File: src/rtl/atr_sched.sv
// atr_sched: T/R switch and two-channel TX grant scheduler.
// Adds switch delays around each transmit burst and hands over between channels round-robin.
// The optional status outputs state_o and burst_cnt_o are built when ATR_SCHED_STATUS_EN is defined.
module atr_sched #(
    parameter int unsigned DW = 12
) (
    input  logic          clk_i,
    input  logic          rst_i,
    input  logic          ena_i,
    input  logic [1:0]    tx_empty_i,
    input  logic [DW-1:0] tx_delay_i,
    input  logic [DW-1:0] rx_delay_i,
    input  logic [DW-1:0] sw_delay_i,
    output logic          atr_tx_o,
    output logic [1:0]    grant_o
`ifdef ATR_SCHED_STATUS_EN
    ,
    output logic [2:0]    state_o,
    output logic [15:0]   burst_cnt_o
`endif
);

    localparam int unsigned BURST_W = 16;

    typedef enum logic [2:0] {
        ST_RX       = 3'd0,
        ST_TX_DELAY = 3'd1,
        ST_TX       = 3'd2,
        ST_SWITCH   = 3'd3,
        ST_RX_DELAY = 3'd4
    } state_t;

    state_t        state;
    logic [DW-1:0] count;
    logic          sel;
    logic          last;
    logic          pick_c;

    // Arbitration: the single pending channel, or the one not served last on a tie
    always_comb begin
        pick_c = ~last;
        case (tx_empty_i)
            2'b10:   pick_c = 1'b0;
            2'b01:   pick_c = 1'b1;
            default: pick_c = ~last;
        endcase
    end

    // Scheduler FSM; outputs are registered alongside every state change
    always_ff @(posedge clk_i) begin
        if (rst_i || !ena_i) begin
            state    <= ST_RX;
            count    <= '0;
            sel      <= 1'b0;
            last     <= 1'b1;
            atr_tx_o <= 1'b0;
            grant_o  <= 2'b00;
        end else begin
            case (state)
                ST_RX: begin
                    if (tx_empty_i != 2'b11) begin
                        sel   <= pick_c;
                        count <= tx_delay_i;
                        state <= ST_TX_DELAY;
                    end
                end
                ST_TX_DELAY: begin
                    if (count != '0) begin
                        count <= count - DW'(1);
                    end else begin
                        state    <= ST_TX;
                        atr_tx_o <= 1'b1;
                        grant_o  <= sel ? 2'b10 : 2'b01;
                    end
                end
                ST_TX: begin
                    if (tx_empty_i[sel]) begin
                        last    <= sel;
                        grant_o <= 2'b00;
                        if (!tx_empty_i[~sel]) begin
                            count <= sw_delay_i;
                            sel   <= ~sel;
                            state <= ST_SWITCH;
                        end else begin
                            count <= rx_delay_i;
                            state <= ST_RX_DELAY;
                        end
                    end
                end
                ST_SWITCH: begin
                    if (count != '0) begin
                        count <= count - DW'(1);
                    end else if (!tx_empty_i[sel]) begin
                        state   <= ST_TX;
                        grant_o <= sel ? 2'b10 : 2'b01;
                    end else begin
                        count <= rx_delay_i;
                        state <= ST_RX_DELAY;
                    end
                end
                ST_RX_DELAY: begin
                    if (count != '0) begin
                        count <= count - DW'(1);
                    end else begin
                        state    <= ST_RX;
                        atr_tx_o <= 1'b0;
                    end
                end
                default: begin
                    state    <= ST_RX;
                    count    <= '0;
                    atr_tx_o <= 1'b0;
                    grant_o  <= 2'b00;
                end
            endcase
        end
    end

`ifdef ATR_SCHED_STATUS_EN
    logic enter_tx_c;

    // Edges on which the FSM moves into TX
    always_comb begin
        enter_tx_c = 1'b0;
        if (count == '0) begin
            if (state == ST_TX_DELAY) begin
                enter_tx_c = 1'b1;
            end else if (state == ST_SWITCH && !tx_empty_i[sel]) begin
                enter_tx_c = 1'b1;
            end
        end
    end

    // Burst counter, wrapping at its full width
    always_ff @(posedge clk_i) begin
        if (rst_i || !ena_i) begin
            burst_cnt_o <= '0;
        end else if (enter_tx_c) begin
            burst_cnt_o <= burst_cnt_o + BURST_W'(1);
        end
    end

    assign state_o = 3'(state);
`endif

endmodule
File: config.mk
export PLATFORM = sky130hd
export DESIGN_NAME = atr_sched
export DESIGN_NICKNAME = d
export VERILOG_FILES = /design/src/rtl/atr_sched.sv
export SDC_FILE = /design/constraint.sdc
export NUM_CORES = 1
export LEC_CHECK = 0
export CAP_MARGIN = 10
export CORE_MARGIN = 2
export CORE_UTILIZATION = 35
export CTS_CLUSTER_DIAMETER = 100
export DETAILED_ROUTE_END_ITERATION = 6
export MAX_ROUTING_LAYER = met4
export SYNTH_ARGS = -nofsm -noshare
export SYNTH_HDL_FRONTEND = slang
export SYNTH_SLANG_ARGS = --single-unit
File: constraint.sdc
create_clock -name clk_i -period 4.9 [get_ports clk_i]
set_clock_uncertainty 0.1 [all_clocks]
set_input_delay 1.47 -clock clk_i [delete_from_list [all_inputs] [get_ports clk_i]]
set_output_delay 1.47 -clock clk_i [all_outputs]
set_load 0.005 [all_outputs]
==> metrics.md <==
| Metric | Value |
|---|---|
| Status | finished, final reports clean |
| MaxCap Viol Count | 0 |
| First-pass GRT wire length | 6.85 mm |
| Hold WS | 0.378 ns |
| Synthesized area per cell | 8.19 µm² |
| Cell family with most CP delay | compound AO/OA/AOI/OAI gates |
| Hold Vio Cnt, Final | 0 |
| Worst-path clk slew | 0.08 ns |
| CTS tree | done |
| Placed cell count | 266 |
| Clk sinks | 20 |
| Crit path max fanout | 9 |
| Post-CTS resize count | 0 |
| Number of H-tree levels | 1 |
| Core Region | 4060 µm² |
| Tcrit/Tclk final | 76.4% |
| Met3 GRT Util | 2.62% |
| Die Wd | 69.3 µm |
| Diodes inserted | 0 |
| Req. time, crit path | 4.98 ns |
| Final #Nets | 266 |
| Worst min path class | reg -> reg |
| Final Setup Violations | 0 |
| P&R area growth vs syn | 32.8% |
| Cells after synthesis | 182 |
| Relative slew slack | 55.1% |
| Synth async-reset ratio | 0% |
| Register area share after synthesis | 26.9% |
| Drt pass-1 iters | 4 |
| Critical path startpoint category | input pin |
| Largest net degree at the start of global routing | 15 |
| Routed WL per cell | 15.8 µm |
| Minimum clock period | 3.75 ns |
| Vias in the first global route | 1415 |
| Yosys warnings | 0 |
| Post-route ant nets | 0 |
| Worst Path Buf+Inv | 1 |
| Unique masters post-synth | 48 |
| Synth Cell Area | 1490 µm² |
| Vias per std cell | 5.83 |
| Core Rows | 23 |
| Number of synthesized flops with an enable pin | 0 |
| Root Buffer | clkbuf_8 |
| Top cells by area, synth | dfxtp_1, a22o_1, a221oi_1, nand2_1, a21oi_1 |
| CP max stage delay | 0.57 ns |
| Peak supply drop | 0.000135 V |
| Grt met1 use | 25.6% |
| Top-area cell type share of the netlist area | 26.9% |
| Top Usage Layer GRT | met1 |
| Overall Global Routing Usage | 17.9% |
| Post-Layout Cell Count | 269 |
| Least-Margin Pin Slew | 0.672 ns |
| Routed wire length | 4.25 mm |
| Top Ports | 44 |
| RD Place Congestion | 0.829 |
| DR DRC count | 0 |
| Max Slew Vio Count | 0 |
| Initial antenna violation count | 0 |
| Cell taking the most area after synthesis | dfxtp_1 |
| RSZ-0062 raised after global routing | false |
| Syn_nets | 227 |
| Die height | 69.3 µm |
| Crit path cell chain | clkdlybuf4s50_1 -> mux2i_1 -> a22o_1 -> a21oi_1 -> nand3_1 -> o21ai_0 |
| Vias | 1568 |
| Starting DRT DRC Count | 85 |
| Clock Path Buffers | 2 |
| IO Port Bufs | 43 |
| CTS buffer count | 3 |
| Setup slack after layout | 1.15 ns |
| Setup WS pre-CTS | 0.931 ns |
| Leak | 0.715 nW |
| Met2 Use GR | 25.2% |
| Layout cell share with drive strength beyond 1 | 7.76% |
| Post-synth top cells | dfxtp_1, nand2_1, a21oi_1 |
| Hpwl dp | 3.15 mm |
| Yosys reg bits | 20 |
| Die Area | 4800 µm² |
| Setup crit end kind | flip-flop |
| Max Freq | 0.267 GHz |
| Count leader, synth | dfxtp_1 |
| Slowest-stage cell, CP | clkdlybuf4s50_1 |
| CP Class | in -> reg |
| Starting Density | 36.7% |
| Synth Flop Type | dfxtp_1 |
| Total gr overflow | 0 |
| Setup TNS | 0 ns |
| Clk_lat worst skew | 0.26 ns |
| Post-CTS Setup Bufs | 0 |
| Pwr dens | 275 nW/µm² |
| CTS Hold Bufs | 0 |
| CP arrival | 3.83 ns |
path summary, 6_finish.rpt:
kind | startpoint | end | slack (ns) | cells after the start
max | tx_empty_i[1] | count[5] | 1.15 | 6
max reg2reg | state[0] | count[5] | 2.28 | 5
min reg2reg | grant_o[0] | grant_o[0] | 0.38 | 2
min | grant_o[0] | grant_o[0] | 0.38 | 2
layout by cell type (no fill, tap or decap), types with 4 or more instances in the layout:
cell / n
clkdlybuf4s50_1: 43
dfxtp_1: 20
nand2_1: 17
a21oi_1: 12
nor2_1: 11
a22o_1: 11
o21ai_0: 10
a221oi_1: 8
xor2_1: 6
nor3_1: 5
a211oi_1: 5
o22ai_1: 5
inv_1: 4
mux2i_1: 4
or4_1: 4
a22oi_1: 4
ha_1: 4
per-layer routing:
layer  wire (µm)  vias up  part of all wire [%]
met5           0        -                     0
met4          68        0                   1.6
met3         197        4                   4.6
met2        1940       47                    46
met1        2050      735                    48
li1            -      782                     -
flip-flops by register name (all words and copies together), names as in the netlist:
register / count
count: 12
sel: 1
grant_o: 2
last: 1
state: 3
atr_tx_o: 1
per-stage QoR:
step | total power [W] | util [%] | area, µm²
3_3_place_gp | 0.000432 | 47.8 | 1940
3_5_place_dp | 0.000436 | 47.8 | 1940
4_1_cts | 0.000547 | 48.8 | 1980
2_1_floorplan | 0.000366 | - | 1490
5_1_grt | 0.000583 | 48.8 | 1980
6_report | 0.000545 | 48.8 | 1980
layout make-up:
class | instances | area [µm²]
Fill cell | 407 | 2080
Multi-Input combinational cell | 147 | 1010
Timing Repair Buffer | 45 | 445
Sequential cell | 20 | 400
Tap cell | 50 | 62.6
Clock buffer | 3 | 41.3
Inverter | 4 | 15.0
power by group:
| part | internal (W) | switching [W] |
|---|---|---|
| clock | 0.0000549 | 0.0000571 |
| sequential | 0.000176 | 0.0000193 |
| combinational | 0.000113 | 0.000125 |
logic make-up (layout without fill, tap and decap cells):
| kind of cell | after synthesis | after routing | share of synthesized area (%) |
|---|---|---|---|
| AND/OR/NAND/NOR | 61 | 61 | 22.1 |
| adder cells (fa/ha/maj) | 4 | 4 | 3.36 |
| flip-flops | 20 | 20 | 26.9 |
| multiplexers | 6 | 6 | 4.20 |
| XOR/XNOR | 7 | 7 | 4.11 |
| buffers and inverters | 15 | 52 | 5.04 |
| AO/OA/AOI/OAI | 69 | 69 | 34.3 |
tightest hold or removal path, delay by kind of cell, from the launching register on:
family | cells | cell delay [ns]
AOI/OAI and AO/OA | 2 | 0.13
DFF | 1 | 0.31
Power figures use the tool's default switching activity.
